**src/rtl/pio_edge_irq_param.sv**
```systemverilog
// Avalon-MM input port: per-bit synchroniser, debounce filter and edge capture,
// with separate rise/fall enables and a maskable level interrupt.

module pio_edge_irq_lane #(
    parameter int SYNC_STAGES = 2,
    parameter int DBNC_W      = 8
) (
    input  logic              clk,
    input  logic              reset,
    input  logic              pin_i,
    input  logic [DBNC_W-1:0] dbnc_i,
    input  logic              rise_en_i,
    input  logic              fall_en_i,
    input  logic              clr_i,
    output logic              sync_o,
    output logic              filt_o,
    output logic              cap_o
);
    logic [SYNC_STAGES-1:0] sync_q;
    logic [DBNC_W-1:0]      cnt_q, cnt_d;
    logic                   filt_q, filt_d;
    logic                   filt_dly_q;
    logic                   cap_q, cap_d;
    logic                   rise, fall;

    assign sync_o = sync_q[SYNC_STAGES-1];
    assign filt_o = filt_q;
    assign cap_o  = cap_q;

    assign rise = filt_q & ~filt_dly_q & rise_en_i;
    assign fall = ~filt_q & filt_dly_q & fall_en_i;

    // A counter left above a newly lowered threshold simply wraps round to it.
    always_comb begin
        cnt_d  = cnt_q;
        filt_d = filt_q;
        if (sync_o == filt_q) begin
            cnt_d = '0;
        end else if (cnt_q == dbnc_i) begin
            filt_d = sync_o;
            cnt_d  = '0;
        end else begin
            cnt_d = cnt_q + DBNC_W'(1);
        end
    end

    // Set has priority over a same-cycle W1C so no edge is lost.
    always_comb begin
        cap_d = cap_q;
        if (rise | fall)
            cap_d = 1'b1;
        else if (clr_i)
            cap_d = 1'b0;
    end

    always_ff @(posedge clk) begin
        if (reset) begin
            sync_q     <= '0;
            cnt_q      <= '0;
            filt_q     <= 1'b0;
            filt_dly_q <= 1'b0;
            cap_q      <= 1'b0;
        end else begin
            sync_q     <= {sync_q[SYNC_STAGES-2:0], pin_i};
            cnt_q      <= cnt_d;
            filt_q     <= filt_d;
            filt_dly_q <= filt_q;
            cap_q      <= cap_d;
        end
    end
endmodule

module pio_edge_irq_param #(
    parameter int WIDTH       = 8,
    parameter int SYNC_STAGES = 2,
    parameter int DBNC_W      = 8
) (
    input  logic             clk,
    input  logic             reset,
    input  logic [2:0]       address,
    input  logic             chipselect,
    input  logic             write_n,
    input  logic [31:0]      writedata,
    input  logic [WIDTH-1:0] in_port,
    output logic             irq,
    output logic [31:0]      readdata
);
    logic [WIDTH-1:0]  rise_en_q, fall_en_q, mask_q;
    logic [DBNC_W-1:0] dbnc_q;
    logic [WIDTH-1:0]  sync, filt, cap;
    logic [31:0]       rd_d;
    logic              wr_en;

    assign wr_en = chipselect & ~write_n;
    assign irq   = |(cap & mask_q);

    for (genvar i = 0; i < WIDTH; i++) begin : g_lane
        pio_edge_irq_lane #(
            .SYNC_STAGES(SYNC_STAGES),
            .DBNC_W     (DBNC_W)
        ) u_lane (
            .clk      (clk),
            .reset    (reset),
            .pin_i    (in_port[i]),
            .dbnc_i   (dbnc_q),
            .rise_en_i(rise_en_q[i]),
            .fall_en_i(fall_en_q[i]),
            .clr_i    (wr_en && (address == 3'd3) && writedata[i]),
            .sync_o   (sync[i]),
            .filt_o   (filt[i]),
            .cap_o    (cap[i])
        );
    end

    always_comb begin
        rd_d = '0;
        case (address)
            3'd0:    rd_d = 32'(filt);
            3'd1:    rd_d = 32'(rise_en_q);
            3'd2:    rd_d = 32'(mask_q);
            3'd3:    rd_d = 32'(cap);
            3'd4:    rd_d = 32'(fall_en_q);
            3'd5:    rd_d = 32'(dbnc_q);
            3'd6:    rd_d = 32'(sync);
            default: rd_d = '0;
        endcase
    end

    always_ff @(posedge clk) begin
        if (reset) begin
            rise_en_q <= '1;
            fall_en_q <= '1;
            mask_q    <= '0;
            dbnc_q    <= '0;
            readdata  <= '0;
        end else begin
            readdata <= rd_d;
            if (wr_en) begin
                case (address)
                    3'd1:    rise_en_q <= writedata[WIDTH-1:0];
                    3'd2:    mask_q    <= writedata[WIDTH-1:0];
                    3'd4:    fall_en_q <= writedata[WIDTH-1:0];
                    3'd5:    dbnc_q    <= writedata[DBNC_W-1:0];
                    default: ;
                endcase
            end
        end
    end
endmodule

```
**config.mk**
```make
export PLATFORM = sky130hd
export DESIGN_NAME = pio_edge_irq_param
export DESIGN_NICKNAME = d
export VERILOG_FILES = /design/src/rtl/pio_edge_irq_param.sv
export SDC_FILE = /design/constraint.sdc
export NUM_CORES = 1
export LEC_CHECK = 0
export CAP_MARGIN = 20
export CORE_MARGIN = 5
export CORE_UTILIZATION = 51
export DETAILED_ROUTE_END_ITERATION = 16
export HOLD_SLACK_MARGIN = 0.08
export PLACE_DENSITY = 0.83
export SLEW_MARGIN = 20
export SYNTH_ARGS = -nofsm -noshare
export SYNTH_HDL_FRONTEND = slang
export SYNTH_SLANG_ARGS = --single-unit
```
**constraint.sdc**
```tcl
create_clock -name clk -period 2 [get_ports clk]
set_input_delay 0.5 -clock clk [delete_from_list [all_inputs] [get_ports clk]]
set_output_delay 0.5 -clock clk [all_outputs]
set_load 0.02 [all_outputs]
```
# After elaboration in Yosys (flattened, before gate mapping)
# Cells that the tools add are included.
# Widths: inputs -> output; s select.
# word_totals
output_inout_bits,33
elab_cells,198
regBits,168
in_bits,47
# classes
n_eq_ne,22
n_reduce_logical,39
bitwise,67
n_mux,17
n_addsub,8
# ops
operator,n
$add 8x1->8 const B,8
$eq 8x8->1,8
$pmux 8 s7,1
$and 1x1->1,33
$not 1->1,25
$reduce_and 2->1,12
$reduce_or 3->1,8
$mux 1,16
$reduce_bool 2->1,8
$eq 3x3->1 const B,3
$logic_and 1x1->1,9
$and 8x8->8,1
$eq 1x1->1,8
$or 1x1->1,8
$reduce_or 8->1,1
$eq 3x2->1 const B,2
$eq 3x1->1 const B,1
$logic_not 3->1,1

# Longest topological paths before layout
# Gate-level depths: netlist (run 1).
# depth
depth_word,6
mapped_depth,6
ltp_nobuf,5

# Modules after synthesis
# Synthesis (run 1) repeated with hierarchy kept, for this count alone.
# unflattened
cells_unflattened,732
area_unflattened_um2,6720.2
# modules_own_cells
module,seq_area_each_um2,area_per_inst_um2,instances,cells_each
pio_edge_irq_lane,260.2,564.3,8,61
pio_edge_irq_param,800.8,2205.9,1,244

# Worst setup path after synthesis (run 1)
# Ideal clock, no wire load.
# synth_timing
kind,input port to flip-flop
startpoint,input port write_n
endpoint,register rise_en_q[0]
t_arrival_ns,1.574
path_stages,5
setup_time_ns,0.120
setup_slack_ns,0.307
path_buffers,2
required_ns,1.880
cell_sequence,nand3b_2 or3_1 buf_2 buf_6 a211o_1
# synth_between
elab_chain_len,3
# synth_rtl
element,line_no,rtl
"start, declared",82,"input logic write_n,"
$not 1->1,94,assign wr_en = chipselect & ~write_n;
$and 1x1->1,94,
$reduce_and 2->1 (no line),--,
"end signal, assigned",140,3'd1: rise_en_q <= writedata[WIDTH-1:0];
"end, declared",88,"logic [WIDTH-1:0] rise_en_q, fall_en_q, mask_q;"
# No other way between the ends.
# A chain may end at the register's enable or synchronous reset.

# Final worst setup path (run 1)
# layout_timing
startpoint,register mask_q[0]
endpoint,output port irq
# layout_between
elab_chain_len,2
# layout_rtl
element,line_no,rtl
"start, declared",88,
"start signal, assigned",141,3'd2: mask_q <= writedata[WIDTH-1:0];
$and 8x8->8,95,assign irq = |(cap & mask_q);
$reduce_or 8->1,95,
"end, declared",85,"output logic irq,"
# No other way between the ends.

==> results.cfg, run 1 <==
[setup_path]
r2r_cells = 5
crit_required_ns = 1.50
timing.critical_path.buf_inv = 1
worstPathMaxFanout = 3
cp_top_family = flip-flops
crit_arrival_ns = 1.46
r2r_start = dbnc_q[0]
cp-end-kind = output pin
path_class = reg -> out
worstSetupStartpointType = register
cp_slowest_cell = dfxtp_1
ff2ff_setup_slack_ns = 0.24
cpPeakStageDelay_ns = 0.34
r2r_end = g_lane[2].u_lane.cnt_q[3]
cp_cell_sequence = a22oi_1 -> nand4_1 -> clkdlybuf4s15_1

[placement]
port_buffers = 31
dp_slack_ns = -0.208
gp_congestion = 0.893
dp.final_hpwl_um = 10400

[timing]
finClkSkew_ns = 0.00833
fmax_mhz = 510
min_period_ns = 1.96
worst_pin_slew_ns = 0.748
hold_viol = 0
setup_tns_ns = 0
slew_viol_final = 0
finalWorstSetupSlack_ns = 0.0392
slew_headroom_pct = 50.0
post-route-period-util_pct = 98.0
setup_violations = 0
rsz0062_at_grt = no
whs_ns = 0.433

[synthesis]
ys_ff_latch = 144
netlist_area_um2 = 6620
ys_seq_area_share_pct = 43.5
yosys_warnings = 0
async_reset_ff_share_pct = 0
yosys-top-cells-area = dfxtp_1 (44%), xnor2_1 (10%), xor2_1 (5.6%)
syn_inst = 715
synth_cell_types = 42
synth-edff-count = 0
synth_top_area_cell = dfxtp_1
yosysTopAreaCellShare_pct = 43.5
ys.flop_type = dfxtp_1
avgSynthCellArea_um2 = 9.26

[floorplanning]
fp.dieW_um = 124
io_pins = 80
rows = 41
fp.coreArea_um2 = 12700
die_h_um = 124
start_util_pct = 52.2
dieArea_um2 = 15400

[power]
p_int_mw = 5.16
clockPowerShare_pct = 48.3
p_comb_share_pct = 6.8
switching_share_pct = 22.1
power_mw = 6.63
powerDensity_nw_per_um2 = 834
ir_drop_mv = 0.574
p_seq_share_pct = 44.9
p_leak_nw = 2.99
switching_power_mw = 1.47

[clocking]
clkTransAtPathRegs_ns = 0.06
cts_buffers = 17
clock_latency_ns = 0.42
cts_tree = yes
cts_max_level = 4
cts_root_buf = clkbuf_16
cts-hold-fix-buffers = 0
cts.sinks = 144
cts_max_path_buffers = 2

[global_routing]
antenna_found_initial = 0
grt_usage_pct = 20.7
grt_pass1_vias = 5142
grt_max_degree = 74
overflow = 0
grt_first_pass_wirelength_um = 24600

[routing]
drtAntennaViolNets = 0
drtPass1Iterations = 5
viasPerCell = 5.37
vias = 5210
wl_per_cell_um = 15.5
drt_iter0_drc = 457
drt_wl_total_um = 15100
drc = 0

[hold_path]
min_to = g_lane[6].u_lane.sync_q[1]
worstHoldStart = g_lane[6].u_lane.sync_q[0]
hp-class = reg -> reg
hold_path_depth = 1

[final_layout]
areaGrowthSynthToFinish_pct = 20.1
n_fill_cell = 998
regArea_um2 = 2880
multiInputGateArea_um2 = 3410
final_nets = 841
num_antenna_cells = 0
drive_gt1_share_pct = 11.6

[run_status]
status = completed

[run]
cap_violations = 0
-- worst max path at each step --
stage / start / endpoint / slack [ns] / depth (start not counted)
after floorplan: write_n / rise_en_q[0] / 0.31 / 5
after global placement: address[0] / readdata[7] / -0.20 / 5
after detailed placement: address[0] / readdata[7] / -0.21 / 5
after CTS: mask_q[0] / irq / 0.01 / 3
after global routing: mask_q[0] / irq / 0.0008 / 3
final: mask_q[0] / irq / 0.04 / 3
-- synthesized netlist by cell type (8+ instances only) --
master / count
dfxtp_1: 144
nor2_1: 97
xnor2_1: 78
nand3_1: 47
xor2_1: 42
nor2b_1: 30
inv_1: 27
nand2_1: 26
buf_4: 25
mux2i_1: 19
o21ai_0: 18
nand4_1: 17
a211o_1: 15
a21oi_1: 15
and3_1: 15
buf_2: 14
clkbuf_1: 10
ha_1: 8
o41ai_1: 8
-- cells by family (layout without fill, tap and decap cells) --
logic type,Yosys count,count (layout),share of synthesized area (%)
compound gates,92,92,9.75
xor+xnor,120,120,15.9
fa+ha+maj,8,8,1.51
buf+inv,79,140,6.27
flops,144,144,43.5
mux,25,25,4.74
other cells,1,24,0.0566
simple gates,246,246,18.2
-- cells in the final DEF, fill, tap and decap left out, types with 4 or more instances in the layout --
| master | instances |
|---|---|
| a211o_1 | 15 |
| a21oi_1 | 15 |
| a22oi_1 | 6 |
| a31oi_1 | 4 |
| and3_1 | 15 |
| buf_12 | 4 |
| buf_4 | 46 |
| clkbuf_16 | 17 |
| clkbuf_8 | 6 |
| clkdlybuf4s50_1 | 29 |
| clkinv_2 | 5 |
| conb_1 | 24 |
| dfxtp_1 | 144 |
| ha_1 | 8 |
| inv_1 | 27 |
| mux2i_1 | 19 |
| mux4_2 | 5 |
| nand2_1 | 26 |
| nand3_1 | 47 |
| nand3b_1 | 7 |
| nand4_1 | 17 |
| nor2_1 | 97 |
| nor2b_1 | 30 |
| o211ai_1 | 7 |
| o21ai_0 | 18 |
| o22a_1 | 6 |
| o2bb2ai_1 | 5 |
| o41ai_1 | 8 |
| xnor2_1 | 78 |
| xor2_1 | 42 |
-- registers in the layout (all words and copies together) (netlist names) --
register / cells
fall_en_q: 8
g_lane.u_lane.sync_q: 16
rise_en_q: 8
readdata: 8
g_lane.u_lane.cnt_q: 64
g_lane.u_lane.filt_o: 8
g_lane.u_lane.cap_o: 8
g_lane.u_lane.filt_dly_q: 8
mask_q: 8
dbnc_q: 8
-- metal layers --
layer	up-vias	global-route usage, %	part of all wire (%)
li1	2525	-	-
met1	2440	25.6	43
met2	196	34.1	47
met3	49	4.68	6.9
met4	0	10.5	3.4
met5	-	0	0
-- through the flow --
step | instances | area [µm²] | util [%]
finish | 971 | 7950 | 62.7
global route | 971 | 7950 | 62.7
CTS | 971 | 7950 | 62.7
detailed placement | 939 | 7340 | 57.9
global placement | 939 | 7340 | 57.9
floorplan | 738 | 6710 | -
-- layout make-up --
type | instances | share of cell area, %
multi-input cells | 515 | 42.9
well taps | 172 | 2.71
repair buffers | 81 | 9.19
flip-flops and latches | 144 | 36.3
clock buffers | 23 | 6.39
inverters | 27 | 1.27
clock inverters | 9 | 1.29
-- power groups by stage --
stage | Combinational (mW) | Clock [mW] | Sequential, mW
CTS | 0.447 | 3.23 | 2.97
global placement | 0.436 | 0 | 3.04
detailed placement | 0.442 | 0 | 3.04
global route | 0.489 | 3.35 | 2.98
floorplan | 0.299 | 0 | 3.03
finish | 0.452 | 3.20 | 2.98
-- what timing repair did --
| action | 4_1_cts | 5_1_grt |
|---|---|---|
| setup endpoints to repair | 1 | 1 |
| gates cloned | 0 | 0 |
| gates resized for setup | 1 | 1 |
| buffers inserted | 0 | 0 |
| pin swaps | 0 | 0 |
Power figures use the tool's default switching activity.
==> run 2: changes to the inputs <==
--- a/config.mk
+++ b/config.mk
@@ -5,6 +5,8 @@
 export SDC_FILE = /design/constraint.sdc
 export NUM_CORES = 1
 export LEC_CHECK = 0
+export ABC_AREA = 1
+export ABC_CLOCK_PERIOD_IN_PS = 2000
 export CAP_MARGIN = 20
 export CORE_MARGIN = 5
 export CORE_UTILIZATION = 51
==> run 2 against run 1 <==
Compared with the run above:
- critical path depth decreased by 2
- total power increased by 1.7%
- register-to-register slack improved by 0.05 ns
- largest cell class unchanged
- critical endpoint is now readdata[0]
- highest routed layer unchanged
- clock-buffer cell count increased by 1
- final cell count increased by 31%
==> results.cfg, run 2 <==
[placement]
dp.final_hpwl_um = 11600
port_buffers = 31
dp_slack_ns = -0.0450
gp_congestion = 0.886

[clocking]
cts_tree = yes
clock_latency_ns = 0.42
cts_root_buf = clkbuf_16
cts_buffers = 17
cts.sinks = 144
cts_max_level = 4
clkTransAtPathRegs_ns = 0.06
cts_max_path_buffers = 2
post_cts_buffers = 0
cts-hold-fix-buffers = 0

[routing]
drt_iter0_drc = 507
drc = 0
viasPerCell = 4.97
vias = 6320
drt_wl_total_um = 16700
wl_per_cell_um = 13.1
drtAntennaViolNets = 0
drtPass1Iterations = 5

[final_layout]
final_nets = 1136
post-route-util_pct = 59.9
top_regs = g_lane.u_lane.cnt_q x64, g_lane.u_lane.sync_q x16
largest-register = g_lane.u_lane.cnt_q
num_antenna_cells = 0
final_common_cell = nand2_1
areaGrowthSynthToFinish_pct = 16.8
drive_gt1_share_pct = 8.33
largest_reg_flops = 64
final_cell_mix = nand2_1 (254), nor2_1 (166), dfxtp_1 (144)

[floorplanning]
dieArea_um2 = 16300
fp.dieW_um = 127
io_pins = 80
die_h_um = 127
rows = 43
start_util_pct = 51.3
fp.coreArea_um2 = 13700

[setup_path]
ff2ff_setup_slack_ns = 0.29
r2r_start = dbnc_q[7]
cp-end-kind = output pin
r2r_cells = 8
cpPeakStageDelay_ns = 0.63
worstSetupStartpointType = register
r2r_end = g_lane[6].u_lane.cnt_q[5]
path_class = reg -> out
cp_slowest_cell = clkdlybuf4s50_1
cp_cell_sequence = clkdlybuf4s50_1
worstPathMaxFanout = 1
crit_arrival_ns = 1.43
cp_top_family = buffers and inverters
crit_required_ns = 1.50
timing.critical_path.buf_inv = 1

[timing]
min_period_ns = 1.93
whs_ns = 0.396
finalWorstSetupSlack_ns = 0.0739
fmax_mhz = 519
setup_tns_ns = 0
post-route-period-util_pct = 96.3
slew_viol_final = 0
worst_pin_slew_ns = 0.585
finClkSkew_ns = 0.0101
slew_headroom_pct = 60.9
hold_viol = 0
setup_violations = 0
rsz0062_at_grt = no

[global_routing]
grt_pass1_vias = 5845
overflow = 0
grt_first_pass_wirelength_um = 27600
antenna_found_initial = 0
grt_usage_pct = 21.4
grt_max_degree = 41

[synthesis]
avgSynthCellArea_um2 = 6.92
yosysTopAreaCellShare_pct = 41.0
ys_ff_latch = 144
synth_top_area_cell = dfxtp_1
async_reset_ff_share_pct = 0
synth_cell_types = 30
ys.flop_type = dfxtp_1
synth-edff-count = 0
ys_seq_area_share_pct = 41.0
yosys_warnings = 0
synthTopCellsByCount = nand2_1 (254), nor2_1 (166), dfxtp_1 (144), inv_1 (137), a21oi_1 (49)
yosysMostFrequentCell = nand2_1
syn_inst = 1017
yosys-top-cells-area = dfxtp_1 (41%), nand2_1 (14%), nor2_1 (8.9%)
netlist_area_um2 = 7040

[run_status]
status = completed

[hold_path]
worstHoldStart = g_lane[4].u_lane.sync_q[0]
min_to = g_lane[4].u_lane.sync_q[1]
hp-class = reg -> reg
hold_path_depth = 2

[power]
p_leak_nw = 3.64
powerDensity_nw_per_um2 = 820
ir_drop_mv = 0.728

[run]
cap_violations = 0
-- run 2: cell types whose count changed after synthesis, moves of 11 or more --
| cell | before | now |
|---|---|---|
| a211o_1 | 15 | 0 |
| a21oi_1 | 15 | 49 |
| and3_1 | 15 | 0 |
| inv_1 | 27 | 137 |
| mux2i_1 | 19 | 0 |
| nand2_1 | 26 | 254 |
| nand4_1 | 17 | 3 |
| nor2_1 | 97 | 166 |
| nor2b_1 | 30 | 0 |
| nor3_1 | 1 | 16 |
| o21ai_0 | 18 | 37 |
| xnor2_1 | 78 | 33 |
| xor2_1 | 42 | 31 |
-- run 2: power by group --
| group | leakage [nW] | switching, mW | internal [mW] |
|---|---|---|---|
| logic | 2.20 | 0.387 | 0.235 |
| clock network | 0.276 | 1.14 | 1.91 |
| registers | 1.17 | 0.0889 | 2.97 |
-- run 2: per-layer routing --
layer | part of all wire [%] | vias up | routed length [µm] | track usage (%)
met1 | 42 | 2813 | 6960 | 26.5
li1 | - | 3217 | - | -
met4 | 3.8 | 0 | 636 | 10.4
met5 | 0 | - | 0 | 0
met2 | 46 | 240 | 7680 | 34.7
met3 | 8.4 | 50 | 1400 | 5.56
-- run 2: what timing repair did --
| action | 4_1_cts | 5_1_grt |
|---|---|---|
| endpoints found under the setup margin | 1 | 1 |
| resized for setup | 5 | 1 |
| pin swaps | 1 | 0 |
-- run 2: worst min-delay path, stage by stage, from the launching register on --
cell,delay (ns)
dfxtp_1,0.29
inv_1,0.04
nor2_1,0.03
-- run 2: worst max-delay path by stage --
stage,startpoint,end,slack [ns],cells past startpoint
CTS,mask_q[6],irq,0.07,4
global placement,address[0],readdata[4],-0.0005,9
finish,readdata[0],readdata[0],0.07,1
global route,g_lane[2].u_lane.cap_o,irq,0.05,5
detailed placement,address[0],readdata[4],-0.05,7
floorplan,chipselect,dbnc_q[2],0.61,7
-- run 2: kinds of logic (layout without fill, tap and decap cells) --
| group | Yosys count | count (layout) | share of synthesized area [%] |
|---|---|---|---|
| AO/OA/AOI/OAI | 114 | 114 | 8.92 |
| XOR/XNOR | 64 | 64 | 7.96 |
| adder cells (fa/ha/maj) | 8 | 8 | 1.42 |
| buffers and inverters | 191 | 243 | 12.0 |
| flip-flops | 144 | 144 | 41.0 |
| other | 1 | 24 | 0.0533 |
| AND/OR/NAND/NOR | 495 | 495 | 28.7 |
-- run 2: cell type report --
type / instances / area, µm²
inverter: 145 / 544
clock buffer: 24 / 482
clock inverter: 6 / 82.6
fill: 1185 / 5500
sequential: 144 / 2880
tap: 180 / 225
multi-input combinational: 705 / 3410
timing repair buffer: 68 / 596
-- run 2: through the flow --
stage	cell area [µm²]	std cells	power, mW
after floorplan	7130	1040	3.53
after global placement	7650	1242	3.71
after detailed placement	7650	1242	3.73
after CTS	8220	1272	6.76
after global routing	8220	1272	6.99
final	8220	1272	6.74
==> run 3: changes to the inputs <==
--- a/config.mk
+++ b/config.mk
@@ -7,7 +7,7 @@
 export LEC_CHECK = 0
 export ABC_AREA = 1
 export ABC_CLOCK_PERIOD_IN_PS = 2000
-export CAP_MARGIN = 20
+export CAP_MARGIN = 0
 export CORE_MARGIN = 5
 export CORE_UTILIZATION = 51
 export DETAILED_ROUTE_END_ITERATION = 16
==> results of run 3 <==
No change in the layout: final DEF, timing and power equal those of run 2.
